File: src/rtl/icache_dm.sv
// Direct-mapped, one-word-per-line instruction cache between fetch and the memory controller.
// Array hits return the word in the same cycle; a miss fetches the word and bypasses it to fetch.
module icache_dm #(
  parameter  int SETS  = 16,
  localparam int IDX_W = $clog2(SETS)
) (
  input  logic        CLK,
  input  logic        nRST,
  input  logic        imemREN,
  input  logic [31:0] imemaddr,
  output logic        ihit,
  output logic [31:0] imemload,
  input  logic        iwait,
  input  logic [31:0] iload,
  output logic        iREN,
  output logic [31:0] iaddr,
  output logic [31:0] hit_count,
  output logic [31:0] miss_count
);
  localparam int TAG_W = 30 - IDX_W;

  typedef enum logic {IDLE, FILL} state_t;

  state_t             state_reg, state_next;
  logic [31:0]        miss_addr_reg;
  logic [31:0]        hit_count_reg, miss_count_reg;
  logic [SETS-1:0]    valid_reg;
  logic [TAG_W-1:0]   tag_mem  [SETS];
  logic [31:0]        data_mem [SETS];

  logic [IDX_W-1:0]   req_idx, miss_idx;
  logic [TAG_W-1:0]   req_tag, miss_tag;
  logic               array_hit, miss_start, fill_done;
  logic               unused_addr_lsb;

  assign req_idx   = imemaddr[IDX_W+1:2];
  assign req_tag   = imemaddr[31:IDX_W+2];
  assign miss_idx  = miss_addr_reg[IDX_W+1:2];
  assign miss_tag  = miss_addr_reg[31:IDX_W+2];
  assign unused_addr_lsb = ^imemaddr[1:0];

  assign array_hit  = imemREN & valid_reg[req_idx] & (tag_mem[req_idx] == req_tag);
  assign miss_start = (state_reg == IDLE) & imemREN & ~array_hit;
  assign fill_done  = (state_reg == FILL) & ~iwait;

  // State register
  always_ff @(posedge CLK, negedge nRST) begin
    if (!nRST) begin
      state_reg <= IDLE;
    end else begin
      state_reg <= state_next;
    end
  end

  // Next-state logic: once issued, a fill always runs to completion
  always_comb begin
    state_next = state_reg;
    case (state_reg)
      IDLE:    if (miss_start) state_next = FILL;
      FILL:    if (!iwait)     state_next = IDLE;
      default: state_next = IDLE;
    endcase
  end

  // Output logic; the fill cycle forwards iload only if fetch still wants that word
  always_comb begin
    ihit     = 1'b0;
    imemload = 32'h0;
    iREN     = 1'b0;
    iaddr    = 32'h0;
    case (state_reg)
      IDLE: begin
        if (array_hit) begin
          ihit     = 1'b1;
          imemload = data_mem[req_idx];
        end
      end
      FILL: begin
        iREN  = 1'b1;
        iaddr = miss_addr_reg;
        if (!iwait && imemREN && (imemaddr[31:2] == miss_addr_reg[31:2])) begin
          ihit     = 1'b1;
          imemload = iload;
        end
      end
      default: ;
    endcase
  end

  always_ff @(posedge CLK, negedge nRST) begin
    if (!nRST) begin
      miss_addr_reg  <= 32'h0;
      hit_count_reg  <= 32'h0;
      miss_count_reg <= 32'h0;
      valid_reg      <= '0;
    end else begin
      if (miss_start) begin
        miss_addr_reg <= {imemaddr[31:2], 2'b00};
        if (miss_count_reg != 32'hFFFF_FFFF) miss_count_reg <= miss_count_reg + 32'd1;
      end
      if ((state_reg == IDLE) && array_hit && (hit_count_reg != 32'hFFFF_FFFF))
        hit_count_reg <= hit_count_reg + 32'd1;
      if (fill_done)
        valid_reg[miss_idx] <= 1'b1;
    end
  end

  // Tag/data storage needs no reset: the valid bits qualify every entry
  always_ff @(posedge CLK) begin
    if (fill_done) begin
      tag_mem[miss_idx]  <= miss_tag;
      data_mem[miss_idx] <= iload;
    end
  end

  assign hit_count  = hit_count_reg;
  assign miss_count = miss_count_reg;
endmodule
File: config.mk
export PLATFORM = sky130hd
export DESIGN_NAME = icache_dm
export DESIGN_NICKNAME = d
export VERILOG_FILES = /design/src/rtl/icache_dm.sv
export SDC_FILE = /design/constraint.sdc
export NUM_CORES = 1
export LEC_CHECK = 0
export BUFFER_PORTS_ARGS = -buffer_cell sky130_fd_sc_hd__buf_2
export CAP_MARGIN = 25
export CORE_MARGIN = 10
export CORE_UTILIZATION = 45
export DETAILED_ROUTE_END_ITERATION = 6
export GPL_TIMING_DRIVEN = 0
export PLACE_DENSITY = 0.65
export SLEW_MARGIN = 20
export SYNTH_ARGS = -nofsm -noshare
export SYNTH_HDL_FRONTEND = slang
export SYNTH_SLANG_ARGS = --single-unit
File: constraint.sdc
create_clock -name CLK -period 5.25 [get_ports CLK]
set_input_delay 0.2625 -clock CLK [delete_from_list [all_inputs] [get_ports CLK]]
set_output_delay 0.2625 -clock CLK [all_outputs]
set_load 0.02 [all_outputs]
# [Yosys cells after proc, flatten, opt, wreduce, memory -nomap -nowiden]
# Memory sizes are Yosys's and may differ from the RTL's.
# Index checks and enable logic that the tools add are counted.
[op_classes] addsub=2 reduce_logical=7 bitwise_logic=9 mux=17 n_eq_ne=4 n_lt_le_gt_ge=3
[op_table] op="2-to-1 mux 32 bit" n=3
[op_table] op="adder 32 x 1 -> 32 bit (second input constant)" n=2
[op_table] op="inequality test 32 bit (second input constant)" n=2
[op_table] op="one-hot mux 32 bit (2 select lines)" n=1
[op_table] op="equality test 30 bit" n=1
[op_table] op="equality test 26 bit" n=1
[op_table] op="OR 16 bit" n=1
[op_table] op="< comparator 4 x 5 -> 1 bit (second input constant)" n=2
[op_table] op="2-to-1 mux 1 bit" n=9
[op_table] op="bitwise AND 1 bit" n=5
[op_table] op="logical AND 1 bit" n=5
[op_table] op="binary-select mux 1 bit (select 4 bit)" n=1
[op_table] op="demux 1 bit (select 4 bit)" n=1
[op_table] op="greater-or-equal comparator 4 x 1 -> 1 bit (second input constant)" n=1
[op_table] op="one-hot mux 1 bit (2 select lines)" n=2
[op_table] op="NOT 1 bit" n=3
[op_table] op="AND reduction 2 bit" n=1
[op_table] op="logical NOT 1 bit" n=1
[word_totals] regBits=111 mem_bits_rw=928 n_memories=2 output_inout_bits=130 inputBits=68 word_cells=49
[mem_list] memory="data_mem" depth=16 width=32 rd=1 rd_ports_with_merged_regs=0 wr=1 line="29" text="logic [31:0] data_mem [SETS];"
[mem_list] memory="tag_mem" depth=16 width=26 rd=1 rd_ports_with_merged_regs=0 wr=1 line="28" text="logic [TAG_W-1:0] tag_mem [SETS];"

# [Depth between registers and ports, before layout]
# Gate-level depths: netlist (run 1).
[logic_depth] depth_word=8 mapped_depth=16 mapped_depth_nobuf=9

# [Worst setup path before layout (run 1)]
# No wires, ideal clock.
[synth_timing] kind="reg-to-reg" startpoint="register state_reg" endpoint="register valid_reg[0]" synth_period_minus_slack_ns=5.739 t_arrival_ns=5.650 path_buffers=1 setup_time_ns=0.089 setup_slack_ns=-0.489 stages_incl_launch_ff=6 required_time_ns=5.161 path_cell_list="dfrtp_1 -> clkbuf_1 -> nand2b_1 -> or3_1 -> nor3_1 -> or2_2"
[synth_between] elab_chain_cells=1
[synth_rtl] item="start, declared" line="24" text="state_t state_reg, state_next;"
[synth_rtl] item="start signal, assigned" line="51" text="state_reg <= state_next;"
[synth_rtl] item="bitwise AND 1 bit" line="44" text="assign fill_done = (state_reg == FILL) & ~iwait;"
[synth_rtl] item="end signal, assigned" line="95" text="valid_reg <= '0;"
[synth_rtl] item="end signal, assigned by index" line="104" text="valid_reg[miss_idx] <= 1'b1;"
[synth_rtl] item="end, declared" line="27" text="logic [SETS-1:0] valid_reg;"
# No other way between the ends.
# A chain may end at the register's enable or synchronous reset.

# [Final worst setup path (run 1)]
[layout_timing] startpoint="input port imemaddr[5]" endpoint="output port imemload[8]"
[layout_between] elab_chain_cells=6 word_cells_on_any_way=12 cone_classes="2 x eq/ne; 5 x mux; 2 x bitwise; 1 x reduce/logical; 2 x memory"
[layout_rtl] item="start, declared" line="10" text="input logic [31:0] imemaddr,"
[layout_rtl] item="branches (longest 5 deep; another with memory (16 x 26 bit))"
[layout_rtl] item="one-hot mux 32 bit (2 select lines) *" line="71" text="case (state_reg)"
[layout_rtl] item="end, declared" line="12" text="output logic [31:0] imemload,"
# Mark *: on every way between the ends. The select of a mux whose other input is x is not followed.

==> impl_results.rst, run 1 <==
.. list-table::
   :header-rows: 1

   * - Metric
     - Value
   * - Total routing usage reported by global routing
     - 20.9%
   * - Met2 GRT Util
     - 34.2%
   * - Main flop type after synthesis
     - edfxtp_1
   * - Clock sink count
     - slightly above 1000
   * - Die Outline Area
     - 105000 um^2
   * - Worst slew pin tran
     - 987 ps
   * - Number of search-and-repair iterations in the first detailed-routing pass
     - 6
   * - Port buffer count
     - about 190
   * - Registers with the highest flip-flop counts
     - data_mem x512, tag_mem x416
   * - Worst slew margin
     - 33.7%
   * - Share of synthesized area occupied by flip-flops and latches
     - 73.8%
   * - Largest reg by FF count
     - data_mem
   * - Clock tree from TritonCTS
     - done
   * - Fin Clk Skew
     - ~26 ps
   * - Final cell count without fillers
     - 3811
   * - Gp weighted congestion
     - 0.852
   * - Total placed cells including tap cells
     - ~3600
   * - Flip-flop and latch count after synthesis
     - 1039
   * - Maximum number of buffers from clock root to sink
     - 3
   * - Sw frac
     - 23.6%
   * - Mean routed wirelength per cell
     - 28.9 um
   * - Most frequent cells in the layout
     - edfxtp_1 (928), mux4_2 (240), buf_2 (208)
   * - Initial antenna violation count
     - 7
   * - Standard cell core area
     - 91700 um^2
   * - Final Net Count
     - 2607
   * - Met1 Use GR
     - 28.6%
   * - MaxCap Viol Count
     - 0
   * - CTS HTree Levels
     - 3
   * - Highest ir drop seen on vdd
     - 0.000277 V
   * - Count of yosys warnings during synthesis
     - 0
   * - Number of distinct library cells after synthesis
     - 66
   * - Power Density
     - 376 nW/um^2
   * - Rows
     - 111
   * - Horizontal die dimension
     - 324 um
   * - Final-layout setup total negative slack
     - 0 ps
   * - First-pass GRT wire length
     - 160000 um
   * - Fraction of the cycle the final worst path needs
     - 99.0%
   * - HPWL after detailed placement
     - 74600 um
   * - Minimum setup slack after placement
     - -891 ps
   * - Post-synth design cell area
     - 41500 um^2
   * - Required arrival time at the worst endpoint
     - 4990 ps
   * - Share of total power in sequential cells
     - 53.0%
   * - Kind of launch point of the worst setup path
     - input port
   * - Crit Path Class
     - in -> out
   * - Synthesized netlist cell count
     - 2103
   * - TritonCTS buffer count
     - 103
   * - HP Class
     - in -> reg
   * - Number of design-rule violations left by the first detailed-router iteration
     - 2659
   * - GRT overflow
     - 0
   * - Met3 GRT Util
     - 3.67%
   * - Share of total power in the clock network
     - 38.2%
   * - Hold Vio Cnt, Final
     - 0
   * - RSZ-0062 raised after global routing
     - no
   * - Share of cells above drive strength 1
     - 30.6%
   * - Switching Power
     - 4.40 mW
   * - Post-DP Area
     - roughly 46000 um^2
   * - Largest net degree at the start of global routing
     - 59
   * - Post-detailed-routing wire length
     - 110000 um
   * - Outcome
     - completed
   * - DRC violation count after routing
     - 0
   * - Arrival time at the worst endpoint
     - 4940 ps
   * - Final ANT Viol Nets
     - 0
   * - Root buf cell
     - clkbuf_16
   * - Y dimension of the die
     - approximately 320 um
   * - Starting Density
     - 45.3%
   * - Via-to-Cell Ratio
     - just under 6
   * - Number of enable-type register cells in the synthesized netlist
     - 928
   * - Design area
     - 49700 um^2
   * - Number of primary I/O pins
     - around 200
   * - Filler cells
     - 6950
   * - Leak pwr
     - 17.1 nW
   * - Mean instance size in the synthesized netlist
     - roughly 20 um^2
   * - Final worst hold slack
     - ~100 ps
   * - Crit path capture type
     - primary output
   * - Maximum net fanout on the critical path
     - 10
   * - Min cycle time layout
     - ~5200 ps
   * - Postcts setup bufs
     - 0
   * - Comb pwr share
     - ~8.8%
   * - Vias after detailed routing
     - 22583
   * - Layout overhead on the synthesized area
     - 19.6%
   * - Vias in the first global route
     - 23078
   * - Async set or reset register ratio after synthesis
     - 10.7%
   * - Clk_lat worst skew
     - 680 ps
   * - Worst setup margin
     - 51.6 ps
   * - Internal cell power
     - 14.2 mW
   * - Gr busiest metal
     - met2
   * - Most frequent standard cell in the layout excluding fill and tap cells
     - edfxtp_1
   * - Final slew viol count
     - 0
   * - Number of flip-flops under the largest register name
     - 512
   * - Fmax achieved
     - 192 MHz
   * - Endpoints failing setup
     - 0
   * - Clock-pin slew of the registers on the worst-case setup and hold paths
     - approximately 60 ps
[what timing repair did]
action	CTS	global route
setup endpoints to repair	33	9
hold endpoints to repair	640	0
resized for setup	15	5
hold buffers	58	0
[cell families (layout without fill, tap and decap cells)]
kind of cell	count (synthesis)	count (layout)	synth area share, %
AOI/OAI and AO/OA	103	103	1.63
xor gates and xnor gates	113	113	2.40
adders and majority gates	2	2	0.0602
buffers and inverters	145	663	1.56
DFF	1039	1039	73.8
muxes	354	354	16.1
other	1	5	0.00903
and+or+nand+nor	346	346	4.42
[synth_stat cells (3+ instances only)]
cell        n  area share (%)
nor4_1     18            0.27
buf_4      10            0.18
nor3b_1     3           0.054
nand3_1    41            0.49
xor2_1     58             1.2
nand2_1    82            0.74
inv_1      43            0.39
a221oi_1    7            0.15
clkbuf_1   44            0.40
or2_2      19            0.29
nor2_1     43            0.39
nand4_1    19            0.29
a211o_1     3           0.063
buf_2      25            0.30
and2_1     32            0.48
mux4_2    240              13
a31oi_1     4           0.060
xnor2_1    54             1.1
and3_1     15            0.23
edfxtp_1  928              67
buf_1      17            0.15
nor3_1     25            0.30
mux2_2     48             1.3
mux2i_1    60             1.4
or3_1      11            0.17
dfrtp_1   111             6.7
nand2b_1    9            0.14
nor2b_1     6           0.090
nand3b_1    3           0.054
o22ai_1    11            0.17
a22oi_1     6            0.11
o21ai_0    46            0.55
a21oi_1     4           0.048
buf_6       3           0.081
and4_1     10            0.21
mux4_1      6            0.38
[stage by stage]
| step | utilization (%) | power [mW] |
|---|---|---|
| after floorplan | - | 10.8 |
| after global placement | 48.0 | 11.5 |
| after detailed placement | 49.9 | 11.7 |
| after CTS | 54.1 | 18.8 |
| after global routing | 54.2 | 19.2 |
| final | 54.2 | 18.7 |
[cell type report]
| cell class | count | area (um^2) | share of cell area (%) |
|---|---|---|---|
| Sequential cell | 1039 | 30600 | 61.7 |
| Multi-Input combinational cell | 920 | 10400 | 21.0 |
| Timing Repair Buffer | 330 | 3160 | 6.36 |
| Clock buffer | 128 | 2740 | 5.53 |
| Tap cell | 1186 | 1480 | 2.99 |
| Clock inverter | 62 | 529 | 1.07 |
| Buffer | 98 | 505 | 1.02 |
| Inverter | 45 | 169 | 0.340 |
| Antenna cell | 3 | 7.51 | 0.0151 |
[power groups by stage]
stage,logic [mW],registers (mW),clock network (mW)
floorplan,0.871,9.96,0
CTS,1.65,9.87,7.24
global route,1.74,9.93,7.56
finish,1.65,9.88,7.12
detailed placement,1.61,10.0,0
global placement,1.48,10.0,0
[critical path, stage by stage]
cell and delay (ps):
buf_2 170, buf_2 280, clkinv_1 360, clkbuf_4 440, buf_4 330, mux2i_1 250, xor2_1 160, a31oi_1 340
nand4_1 450, nor4_4 550, nand2b_2 290, clkbuf_1 360, o21ai_1 410, buf_2 240
[worst paths after layout]
kind	from	end	slack, ps	cells past startpoint
worst max-delay path	imemaddr[5]	imemload[8]	50	14
worst min-delay path	imemaddr[8]	miss_addr_reg[8]$_DFFE_PN0P_	100	2
worst max register to register	tag_mem[13][4]$_DFFE_PP_	hit_count[30]$_DFFE_PN0P_	1110	9
worst min register to register	valid_reg[4]$_DFFE_PN0P_	valid_reg[4]$_DFFE_PN0P_	460	1
max in group asynchronous	nRST	miss_addr_reg[20]$_DFFE_PN0P_	4410	3
min in group asynchronous	nRST	miss_count[27]$_DFFE_PN0P_	130	2
[per-layer routing]
layer  wire (um)  up-vias
li1            -     9386
met1       44100    11865
met2       53000     1128
met3        9540      200
met4        3280        4
met5          21        -
Power figures use the tool's default switching activity.
==> run 2, diff against run 1 <==
--- a/config.mk
+++ b/config.mk
@@ -12,6 +12,7 @@
 export DETAILED_ROUTE_END_ITERATION = 6
 export GPL_TIMING_DRIVEN = 0
 export PLACE_DENSITY = 0.65
+export RECOVER_POWER = 100
 export SLEW_MARGIN = 20
 export SYNTH_ARGS = -nofsm -noshare
 export SYNTH_HDL_FRONTEND = slang
==> run 2 against run 1 <==
Compared with the run above: design area down 2.7%; the run now ends with max-capacitance violations, max-slew violations left; sequential power about the same; largest power group unchanged; worst hold slack better by 6.5 ps; critical path type unchanged; fmax down 0.19%.
==> impl_results.rst, run 2 (synthesized netlist as in run 1, its figures left out) <==
.. list-table::
   :header-rows: 1

   * - Metric
     - Value
   * - Initial antenna violation count
     - 7
   * - Arrival time at the worst endpoint
     - 4950 ps
   * - First-pass GRT wire length
     - between 150000 and 200000 um
   * - Y dimension of the die
     - 324 um
   * - Vias in the first global route
     - roughly 23000
   * - FF-to-FF setup slack
     - 110 ps
   * - Share of cells above drive strength 1
     - 22.8%
   * - Largest net degree at the start of global routing
     - 59
   * - Hold Vio Cnt, Final
     - 0
   * - Layout overhead on the synthesized area
     - 16.3%
   * - Horizontal die dimension
     - 324 um
   * - Fmax achieved
     - 192 MHz
   * - Registers with the highest flip-flop counts
     - data_mem x512, tag_mem x416
   * - MaxCap Viol Count
     - 18
   * - Number of flip-flops under the largest register name
     - 512
   * - Final slew viol count
     - 330
   * - Maximum number of buffers from clock root to sink
     - 3
   * - RSZ-0062 raised after global routing
     - no
   * - HPWL after detailed placement
     - 74600 um
   * - Largest reg by FF count
     - data_mem
   * - Number of design-rule violations left by the first detailed-router iteration
     - 2564
   * - HP Class
     - in -> reg
   * - Vias after detailed routing
     - 22680
   * - Sw frac
     - 23.6%
   * - Maximum net fanout on the critical path
     - 10
   * - Final Net Count
     - about 2600
   * - Crit Path Class
     - in -> out
   * - Switching Power
     - between 4 and 5 mW
   * - Clk_lat worst skew
     - 680 ps
   * - Number of search-and-repair iterations in the first detailed-routing pass
     - 5
   * - Clock tree from TritonCTS
     - done
   * - Comb pwr share
     - roughly 8.4%
   * - Highest ir drop seen on vdd
     - between 0.0002 and 0.0003 V
   * - Fraction of the cycle the final worst path needs
     - 99.2%
   * - GRT overflow
     - 0
   * - Share of total power in the clock network
     - 38.3%
   * - Violated checks
     - max-capacitance violations, max-slew violations
   * - Internal cell power
     - 14.2 mW
   * - Clock sink count
     - 1039
   * - Port buffer count
     - 188
   * - Total placed cells including tap cells
     - 3560
   * - Fin Clk Skew
     - approximately 24 ps
   * - Outcome
     - finished with violations
   * - Worst slew margin
     - -94.3%
   * - Standard cell core area
     - 91700 um^2
   * - Postcts setup bufs
     - 0
   * - Required arrival time at the worst endpoint
     - 4990 ps
   * - Min cycle time layout
     - around 5200 ps
   * - Crit path capture type
     - primary output
   * - Mean routed wirelength per cell
     - approximately 29 um
   * - Most frequent standard cell in the layout excluding fill and tap cells
     - edfxtp_1
   * - Rows
     - 111
   * - Gp weighted congestion
     - 0.852
   * - CTS HTree Levels
     - 3
   * - Power Density
     - 384 nW/um^2
   * - Leak pwr
     - 16.2 nW
   * - DRC violation count after routing
     - 0
   * - Worst slew pin tran
     - 2910 ps
   * - Hold path cells
     - 2
   * - Share of total power in sequential cells
     - 53.3%
   * - Final cell count without fillers
     - 3811
   * - Most frequent cells in the layout
     - edfxtp_1 (928), clkbuf_1 (240), mux4_2 (240)
   * - Post-detailed-routing wire length
     - about 110000 um
   * - Die Outline Area
     - 105000 um^2
   * - Total power consumption of the routed design
     - ~19 mW
   * - Worst flop-to-flop path startpoint
     - state_reg$_DFF_PN0_
   * - R2R Path End
     - data_mem[10][21]$_DFFE_PP_
   * - Kind of launch point of the worst setup path
     - input port
   * - Final ANT Viol Nets
     - 0
   * - TritonCTS buffer count
     - 103
   * - Total routing usage reported by global routing
     - between 20% and 30%
   * - Hold-critical path endpoint
     - miss_addr_reg[8]$_DFFE_PN0P_
   * - Starting Density
     - 45.3%
   * - Root buf cell
     - clkbuf_16
   * - Endpoints failing setup
     - 0
   * - Via-to-Cell Ratio
     - 5.95
   * - Clock-pin slew of the registers on the worst-case setup and hold paths
     - around 60 ps
   * - R2r worst-path depth
     - 6
   * - Number of primary I/O pins
     - just under 200
   * - Hold wc startpoint
     - imemaddr[8]
-- run 2: per-stage QoR --
step | hold WS [ps] | setup WS, ps | utilization, % | setup TNS [ps] | cell area (um^2)
2_1_floorplan | -33.1 | 1100 | - | 0 | 41600
6_report | 109 | 41.9 | 52.7 | 0 | 48300
3_5_place_dp | 258 | -891 | 49.9 | -18730 | 45700
4_1_cts | 66.6 | 7.12 | 54.1 | 0 | 49600
3_3_place_gp | 445 | -3220 | 48.0 | -2567100 | 44000
5_1_grt | 123 | 23.7 | 52.7 | 0 | 48300
-- run 2: repair_timing --
item	in CTS	in global routing
cloned	0	0
hold buffers	58	0
setup endpoints to repair	33	9
hold endpoints to repair	640	0
pin swaps	0	0
gates resized for setup	15	5
-- run 2: final cells by class --
cell class,count,area (um^2)
diodes,3,7.51
plain buffers,98,494
clock buffers,128,2740
clock inverters,62,529
fillers,7165,43300
inverters,45,169
multi-input cells,920,10300
flip-flops and latches,1039,30600
well taps,1186,1480
repair buffers,330,1990
-- run 2: power groups by stage --
stage | Sequential, mW | Clock [mW] | Combinational, mW
2_1_floorplan | 9.96 | 0 | 0.871
3_3_place_gp | 10.0 | 0 | 1.48
3_5_place_dp | 10.0 | 0 | 1.61
4_1_cts | 9.87 | 7.24 | 1.65
5_1_grt | 9.94 | 7.56 | 1.64
6_report | 9.89 | 7.11 | 1.55
-- run 2: critical path, cell delays in order --
cell and delay (ps):
buf_2 160, buf_2 380, clkbuf_4 390, buf_2 380, clkdlybuf4s15_2 540, nand3b_1 130
a31oi_1 350, nand4_1 400, nor4_4 540, nand2b_2 290, clkbuf_1 400, o21ai_1 420
buf_2 240
-- run 2: worst max path at each step --
| stage | from | to | cells after the start | slack (ps) |
|---|---|---|---|---|
| 2_1_floorplan | state_reg$_DFF_PN0_ | data_mem[8][0]$_DFFE_PP_ | 4 | 1100 |
| 3_3_place_gp | state_reg$_DFF_PN0_ | valid_reg[6]$_DFFE_PN0P_ | 5 | -3220 |
| 3_5_place_dp | imemaddr[4] | imemload[12] | 14 | -890 |
| 4_1_cts | imemaddr[4] | imemload[12] | 14 | 7 |
| 5_1_grt | imemaddr[3] | imemload[14] | 15 | 20 |
| 6_report | imemaddr[3] | imemload[14] | 13 | 40 |
-- run 2: layer usage --
metal  part of all wire (%)  wire (um)  global-route usage, %
met1                     40      44100                   28.6
met4                    2.9       3240                   6.47
met5                  0.019         21                      0
met2                     48      53200                   34.2
met3                    8.7       9580                   3.67
